### config.mk
export PLATFORM = sky130hd
export DESIGN_NAME = conv2d_mac_engine
export DESIGN_NICKNAME = d
export VERILOG_FILES = /design/src/rtl/conv2d_mac_engine.sv
export SDC_FILE = /design/constraint.sdc
export NUM_CORES = 1
export LEC_CHECK = 0
export ABC_CLOCK_PERIOD_IN_PS = 29600
export BUFFER_PORTS_ARGS = -buffer_cell sky130_fd_sc_hd__buf_2
export CORE_MARGIN = 8
export CORE_UTILIZATION = 49
export CTS_BUF_LIST = sky130_fd_sc_hd__clkbuf_8
export CTS_CLUSTER_SIZE = 8
export DETAILED_ROUTE_END_ITERATION = 10
export HOLD_SLACK_MARGIN = 0.12
export PLACE_DENSITY = 0.72
export SYNTH_ARGS = -nofsm -noshare
export SYNTH_HDL_FRONTEND = slang
export SYNTH_SLANG_ARGS = --single-unit
### constraint.sdc
create_clock -name clk -period 29.6 [get_ports clk]
set_input_delay 8.88 -clock clk [delete_from_list [all_inputs] [get_ports clk]]
set_output_delay 8.88 -clock clk [all_outputs]
set_load 0.01 [all_outputs]
### src/rtl/conv2d_mac_engine.sv
// -----------------------------------------------------------------------------
// conv2d_mac_engine
//
// Sequential 2D-convolution engine for the super-resolution CNN datapath.
// One flattened IN_CH x K x K window is captured per handshake. Then, for every
// output channel in turn, the engine streams that channel's N weights out of an
// external synchronous ROM, multiply-accumulates them against the window,
// fetches and adds the channel bias, rounds, shifts, optionally applies ReLU and
// saturates. Each result goes out on a valid/ready stream, tagged with its
// channel index.
//
// Ports:
//   clk, rst                 clock, asynchronous active-high reset
//   win_valid / win_ready    input window handshake
//   win_data                 N*DATA_W flattened window, tap t at [t*DATA_W +: DATA_W]
//   wgt_rd_en / wgt_addr     weight ROM read strobe and address (oc*N + t)
//   wgt_data                 signed weight, valid one cycle after wgt_rd_en
//   bias_rd_en / bias_addr   bias ROM read strobe and address (oc)
//   bias_data                signed bias, valid one cycle after bias_rd_en
//   out_valid / out_ready    result handshake
//   out_data, out_ch         signed result and its output channel index
//   out_last                 marks the final channel of a window
//   busy                     engine is working on a window
// -----------------------------------------------------------------------------
module conv2d_mac_engine #(
    parameter int DATA_W    = 8,
    parameter int IN_SIGNED = 0,
    parameter int WGT_W     = 16,
    parameter int ACC_W     = 40,
    parameter int IN_CH     = 3,
    parameter int OUT_CH    = 8,
    parameter int K         = 3,
    parameter int SHIFT     = 8,
    parameter int OUT_W     = 16,
    parameter int RELU      = 1,
    localparam int N        = IN_CH * K * K,
    localparam int WA_W     = ($clog2(OUT_CH * N) > 0) ? $clog2(OUT_CH * N) : 1,
    localparam int CH_W     = (OUT_CH > 1) ? $clog2(OUT_CH) : 1
) (
    input  logic                    clk,
    input  logic                    rst,
    input  logic                    win_valid,
    output logic                    win_ready,
    input  logic [N*DATA_W-1:0]     win_data,
    output logic                    wgt_rd_en,
    output logic [WA_W-1:0]         wgt_addr,
    input  logic signed [WGT_W-1:0] wgt_data,
    output logic                    bias_rd_en,
    output logic [CH_W-1:0]         bias_addr,
    input  logic signed [WGT_W-1:0] bias_data,
    output logic                    out_valid,
    input  logic                    out_ready,
    output logic signed [OUT_W-1:0] out_data,
    output logic [CH_W-1:0]         out_ch,
    output logic                    out_last,
    output logic                    busy
);

    localparam int TAP_W = (N > 1) ? $clog2(N) : 1;

    // Half an LSB of the shifted result; zero when there is no shift.
    localparam logic signed [ACC_W-1:0] ROUND   = ACC_W'((64'sd1 <<< SHIFT) >>> 1);
    localparam logic signed [ACC_W-1:0] OUT_MAX = ACC_W'((64'sd1 <<< (OUT_W - 1)) - 64'sd1);
    localparam logic signed [ACC_W-1:0] OUT_MIN = ~OUT_MAX;

    typedef enum logic [2:0] {
        IDLE,
        MAC,
        DRAIN,
        BIAS,
        EMIT
    } state_t;

    state_t                    state_q;
    logic [DATA_W-1:0]         win_q [N];
    logic [CH_W-1:0]           oc_q;
    logic [TAP_W-1:0]          tap_q;
    logic signed [ACC_W-1:0]   acc_q;
    logic signed [ACC_W-1:0]   acc_d;
    logic [WA_W-1:0]           wgtAddr_q;
    logic signed [OUT_W-1:0]   outData_q;
    logic signed [OUT_W-1:0]   outData_d;
    logic [CH_W-1:0]           outCh_q;
    logic                      outLast_q;

    logic [TAP_W-1:0]          tapSel;
    logic [DATA_W-1:0]         pix;
    logic signed [ACC_W-1:0]   pixExt;
    logic signed [ACC_W-1:0]   wgtExt;
    logic signed [ACC_W-1:0]   biasSum;
    logic signed [ACC_W-1:0]   shifted;

    // The weight arriving this cycle belongs to the tap issued one cycle ago,
    // so the pixel multiplied against it is the previous tap (or the last tap
    // while draining). The product wraps to ACC_W bits on purpose.
    always_comb begin
        tapSel = '0;
        if (state_q == DRAIN) begin
            tapSel = TAP_W'(N - 1);
        end else if (tap_q != '0) begin
            tapSel = tap_q - TAP_W'(1);
        end
        pix = win_q[tapSel];
        if (IN_SIGNED != 0) begin
            pixExt = ACC_W'(signed'(pix));
        end else begin
            pixExt = ACC_W'(pix);
        end
        wgtExt = ACC_W'(wgt_data);
        acc_d  = acc_q + pixExt * wgtExt;
    end

    // Post-processing of a finished accumulation: bias, round-half-up, arithmetic
    // shift, optional ReLU, then clamp into the signed output range.
    always_comb begin
        biasSum = acc_q + ACC_W'(bias_data) + ROUND;
        shifted = biasSum >>> SHIFT;
        if ((RELU != 0) && shifted[ACC_W-1]) begin
            shifted = '0;
        end
        if (shifted > OUT_MAX) begin
            outData_d = OUT_W'(OUT_MAX);
        end else if (shifted < OUT_MIN) begin
            outData_d = OUT_W'(OUT_MIN);
        end else begin
            outData_d = OUT_W'(shifted);
        end
    end

    // Main sequencer. wgt_addr runs contiguously through the ROM: it steps once
    // per issued tap and once more when moving to the next channel, which lands
    // exactly on oc*N for the new channel.
    always_ff @(posedge clk or posedge rst) begin
        if (rst) begin
            state_q   <= IDLE;
            oc_q      <= '0;
            tap_q     <= '0;
            acc_q     <= '0;
            wgtAddr_q <= '0;
            outData_q <= '0;
            outCh_q   <= '0;
            outLast_q <= 1'b0;
            for (int i = 0; i < N; i++) begin
                win_q[i] <= '0;
            end
        end else begin
            unique case (state_q)
                IDLE: begin
                    if (win_valid) begin
                        for (int i = 0; i < N; i++) begin
                            win_q[i] <= win_data[i*DATA_W +: DATA_W];
                        end
                        oc_q      <= '0;
                        tap_q     <= '0;
                        acc_q     <= '0;
                        wgtAddr_q <= '0;
                        state_q   <= MAC;
                    end
                end
                MAC: begin
                    if (tap_q != '0) begin
                        acc_q <= acc_d;
                    end
                    if (tap_q == TAP_W'(N - 1)) begin
                        state_q <= DRAIN;
                    end else begin
                        tap_q     <= tap_q + TAP_W'(1);
                        wgtAddr_q <= wgtAddr_q + WA_W'(1);
                    end
                end
                DRAIN: begin
                    acc_q   <= acc_d;
                    state_q <= BIAS;
                end
                BIAS: begin
                    outData_q <= outData_d;
                    outCh_q   <= oc_q;
                    outLast_q <= (oc_q == CH_W'(OUT_CH - 1));
                    state_q   <= EMIT;
                end
                EMIT: begin
                    if (out_ready) begin
                        if (oc_q != CH_W'(OUT_CH - 1)) begin
                            oc_q      <= oc_q + CH_W'(1);
                            tap_q     <= '0;
                            acc_q     <= '0;
                            wgtAddr_q <= wgtAddr_q + WA_W'(1);
                            state_q   <= MAC;
                        end else begin
                            state_q <= IDLE;
                        end
                    end
                end
                default: state_q <= IDLE;
            endcase
        end
    end

    // Handshake and strobe outputs decode straight from the state register.
    assign win_ready  = (state_q == IDLE);
    assign busy       = (state_q != IDLE);
    assign wgt_rd_en  = (state_q == MAC);
    assign bias_rd_en = (state_q == DRAIN);
    assign out_valid  = (state_q == EMIT);
    assign wgt_addr   = wgtAddr_q;
    assign bias_addr  = oc_q;
    assign out_data   = outData_q;
    assign out_ch     = outCh_q;
    assign out_last   = outLast_q;

endmodule
## Word level (Yosys, flattened, before mapping)

Index checks and enable logic that the tools add are counted.

- Register bits: 295
- Input bits: 252
- Word-level logic and storage cells: 103

- Equality and inequality tests: 13
- Multiply operators: 1
- Reduce and logical (&&, ||, !) cells: 11
- Bitwise gates (word level): 1
- Muxes and demuxes: 32
- Add/sub/neg operators: 7
- Magnitude comparators: 3

Operator list:

| cell | count |
|---|---|
| $mux W40 | 4 |
| $pmux W40 S4 | 1 |
| $mux W8 | 6 |
| $add A40 B16 Y40 | 1 |
| $add A40 B25 Y40 | 1 |
| $add A40 B9 Y40 const B | 1 |
| $bmux W8 S5 | 1 |
| $gt A40 B16 Y1 const B | 1 |
| $lt A40 B16 Y1 const B | 1 |
| $mux W16 | 2 |
| $mux W31 | 1 |
| $mux W5 | 6 |
| $mul A9 B16 Y25 | 1 |
| $pmux W8 S3 | 1 |
| $mux W3 | 6 |
| $pmux W3 S5 | 1 |
| $pmux W5 S3 | 1 |
| $reduce_and A5 Y1 | 2 |
| $add A8 B1 Y8 const B | 1 |
| $ne A2 B1 Y1 const B | 4 |
| $eq A3 B2 Y1 const B | 2 |
| $eq A3 B3 Y1 const B | 2 |
| $ge A6 B6 Y1 const B | 1 |
| $not A5 Y6 | 1 |
| other kinds (17) | 19 |

## Longest topological paths before layout

- Word-level depth: 11
- Gate-level depth with buffers: 38
- Depth with buffers taken out: 34

## Worst setup path after synthesis

OpenSTA, ideal clock, no wires.

- Path kind: input -> register
- From: input port wgt_data[15]
- To: register acc_q[38]
- Required time: 29.474 ns
- Cell stages on the path: 21
- Data arrival time: 14.657 ns
- Setup slack: 14.817 ns
- Path buffers: 1
- Cell sequence: clkbuf_1 > nand2_1 > inv_1 > fa_1 > inv_1 > fa_1 > fa_1 > fa_1 > inv_1 > fa_1 > ha_1 > and3_1 > nand2_1 > nor3_1 > a211o_1 > o31a_1 > a221oi_2 > o21ai_1 > a211oi_2 > mux2i_1 > a221o_1

- Longest elaborated chain between the ends: 4

Ends and longest elaborated chain:

| what | line | RTL |
|---|---|---|
| start, declared | 47 | `input logic signed [WGT_W-1:0] wgt_data,` |
| $mul A9 B16 Y25 * | 110 | `acc_d = acc_q + pixExt * wgtExt;` |
| $add A40 B25 Y40 * | 110 |  |
| $mux W40 | 161 | `if (tap_q != '0) begin` |
| $pmux W40 S4 * | 147 | `unique case (state_q)` |
| end signal, assigned | 155 | `acc_q <= '0;` |
| end signal, assigned | 162 | `acc_q <= acc_d;` |
| end signal, assigned | 172 | `acc_q <= acc_d;` |
| end, declared | 78 | `logic signed [ACC_W-1:0] acc_q;` |

Every way passes the cells marked *; elsewhere a longest branch is shown, timed or not. The select of a mux whose other input is x is not followed.
A chain may end at the register's enable or synchronous reset.

## Worst setup path in the final report

Same ends and word-level chain as after synthesis.

==> impl_metrics.py <==
metrics = {
    "outcome": {
        "outcome": "finished, final reports clean",
    },
    "yosys": {
        "yosysSeqAreaShare": 0.329,
        "synth_largest_area_cell": "dfrtp_1",
        "yosysUniqueCellTypes": 73,
        "ys.warnings.count": 0,
        "syn-num-nets": 2815,
        "synth_edf_count": 0,
        "syn-cell-area_um2": 22400,
        "synthFlopType": "dfrtp_1",
        "synth.area.top_cells": "dfrtp_1 (33%), fa_1 (12%), mux2_2 (11%)",
        "syn-instance-count": 2268,
        "avgSynthCellArea_um2": 9.89,
        "ys_ff_latch": 295,
        "synth_top_area_share": 0.329,
        "async_flop_share": 1.00,
    },
    "grt": {
        "grt_busiest_layer": "met2",
        "antenna_found_initial": 19,
        "grt_pass1_wl_um": 103000,
        "grt_max_degree": 165,
        "grt_pass1_vias": 18713,
        "met3_usage": 0.0428,
        "use_met1": 0.328,
        "use_met2": 0.371,
        "track_usage": 0.237,
        "overflow": 0,
    },
    "route": {
        "antenna_left": 0,
        "drt-initial-drc-count": 1331,
        "wire_per_inst_um": 20.1,
        "drc_errors": 0,
        "via_count": 18185,
        "via_per_inst": 5.74,
        "totalWireLength_um": 63800,
        "first_pass_iters": 7,
    },
    "hold_path": {
        "min_from": "out_ch[2]$_DFFE_PP0P_",
        "worstHoldEndpoint": "out_ch[2]$_DFFE_PP0P_",
        "min_path_cells": 2,
        "holdCritPathClass": "flop to flop",
    },
    "critical_path": {
        "endpoint_kind": "flop",
        "critPathMaxStageDelay_ps": 630,
        "path_max_fanout": 15,
        "worstPathCellList": "buf_2, nand2_1, inv_1, fa_1, inv_1, fa_1, fa_1, fa_1, inv_1, fa_1, ha_1, and3_1, nand2_1, nor3_1, a211o_1, o31a_1, a221oi_2, o21ai_1, a211oi_2, mux2i_1, a221o_1",
        "worstReg2RegEnd": "acc_q[38]$_DFFE_PP0P_",
        "cp.required_ps": 30100,
        "crit_slowest_cell": "fa_1",
        "worstSetupPathType": "primary input to flop",
        "reg2reg_depth": 32,
        "critPathLaunchType": "primary input",
        "worstPathArrival_ps": 15230,
        "reg2reg_slack_ps": 18460,
        "r2r_start": "tap_q[0]$_DFFE_PP0P_",
        "critPathMostFrequentCell": "fa_1",
    },
    "floorplan": {
        "dieHeight_um": 230,
        "io-pin-count": 288,
        "coreArea_um2": 45300,
        "start_util": 0.495,
        "die_w_um": 230,
        "num_rows": 78,
        "die-area_um2": 52900,
    },
    "sta": {
        "fin_crit_sh": 0.497,
        "finalHoldViolations": 0,
        "tns_ps": 0,
        "finalClockSkew_ps": 37.9,
        "slew_headroom": 0.277,
        "worst_pin_slew_ps": 1080,
        "fmax_mhz": 67.9,
        "fin_crit_ps": 14720,
        "slew_violations": 0,
        "rsz0062_at_grt": "no",
        "setup_violations": 0,
    },
    "clock_network": {
        "cts_buffers": 49,
        "cts.sinks": 295,
        "root_buffer": "clkbuf_8",
        "clk_path_buf_depth": 3,
        "clkTransAtPathRegs_ps": 60,
        "h-tree-depth": 2,
        "postCtsSetupBuffers": 0,
        "postCtsHoldBufs": 0,
        "clk-insertion-delay-late_ps": 650,
        "cts_tree": "done",
        "post_cts_resized": 0,
    },
    "placed_design": {
        "hpwl_um": 47800,
        "gp_congestion": 0.904,
        "portBuffers": 287,
    },
    "cells_and_area": {
        "syn_to_final_growth_pct": 13.3,
        "nNetsFinal": 3063,
        "fillCellCount": 3953,
        "drive_gt1_frac": 0.241,
    },
    "run": {
        "cap_viol_max_count": 0,
    },
}
cell usage in the layout, fill, tap and decap left out, types with 17 or more instances in the layout:
cell	instances
dfrtp_1	295
nand2_1	289
buf_2	287
inv_1	224
mux2_2	217
ha_1	163
fa_1	132
a21oi_1	111
nor2_1	79
and2_1	67
clkbuf_8	60
a211oi_1	53
xnor2_1	53
o21ai_0	48
nand3_1	48
a21o_1	38
a22o_1	36
a31oi_1	34
and3_1	32
xor2_1	28
a311oi_1	24
buf_4	19
diode_2	18
nand4_1	17
sequential cells by signal (all words and copies together) (netlist names):
name       cells
out_data      16
bias_addr      3
state_q        3
win_q        216
tap_q          5
out_last       1
out_ch         3
acc_q         40
wgt_addr       8
worst max-delay path: cells and delay by family:
kind	cells	cell delay, ps
compound gates	6	1660
buf+inv	4	930
fa+ha+maj	6	3150
simple gates	4	510
mux	1	100
cells in the mapped netlist (5+ instances only):
cell type and n:
xnor2_1 53, fa_1 132, and2_1 67, and3_1 32, a31oi_1 34, a21oi_1 111
a22o_1 36, o211ai_1 5, buf_1 7, o21ai_1 9, o21a_1 15, xor2_1 28
nor3_1 15, nor4_1 7, a21o_1 38, ha_1 163, nand3_1 48, o31ai_1 7
o21ai_0 49, nor2_1 82, buf_2 15, o221ai_1 6, mux2_2 217, nand2_1 290
clkbuf_1 86, nand4_1 17, inv_1 207, nand2b_1 8, nor2b_1 12, o21bai_1 11
and2_0 9, a41oi_1 5, a211oi_1 53, a311oi_1 24, mux2i_1 8, dfrtp_1 295
routing by layer:
layer / part of all wire / up-vias
met1: 0.45 / 9102
met4: 0.028 / 6
li1: - / 8376
met2: 0.46 / 601
met5: 0.00052 / -
met3: 0.063 / 100
metrics by stage:
step,cell area (um2),std cells,setup slack [ps],util,hold slack (ps)
6_report,25400,3166,14880,0.561,477
4_1_cts,25400,3148,14910,0.560,481
2_1_floorplan,22400,2268,12570,-,466
3_5_place_dp,24400,3065,14260,0.538,457
5_1_grt,25400,3163,14550,0.561,507
3_3_place_gp,24400,3065,14410,0.538,457
worst max path at each step:
| stage | from | end | slack (ps) |
|---|---|---|---|
| detailed placement | wgt_data[15] | acc_q[38]$_DFFE_PP0P_ | 14260 |
| floorplan | rst | acc_q[0]$_DFFE_PP0P_ | 12570 |
| global placement | wgt_data[15] | acc_q[38]$_DFFE_PP0P_ | 14410 |
| global route | wgt_data[15] | acc_q[38]$_DFFE_PP0P_ | 14550 |
| CTS | wgt_data[15] | acc_q[38]$_DFFE_PP0P_ | 14910 |
| finish | wgt_data[15] | acc_q[38]$_DFFE_PP0P_ | 14880 |
cells by family after synthesis:
family	after synthesis	share of synthesized area
mux	225	0.113
flops	295	0.329
xor+xnor	81	0.0316
buf+inv	317	0.0543
fa+ha+maj	295	0.209
simple gates	612	0.128
compound gates	443	0.136
cell type report:
cell class | instances | area [um2] | share of cell area
tap | 600 | 751 | 0.0295
sequential | 295 | 7380 | 0.291
antenna | 18 | 45.0 | 0.00177
clock buffer | 60 | 826 | 0.0325
timing repair buffer | 307 | 1600 | 0.0629
clock inverter | 23 | 151 | 0.00596
inverter | 207 | 785 | 0.0309
multi-input combinational | 1656 | 13900 | 0.546
Power is left out: the tool's default activity adds up to more than one toggle a clock period on the data nets, which glitch-free logic cannot reach.
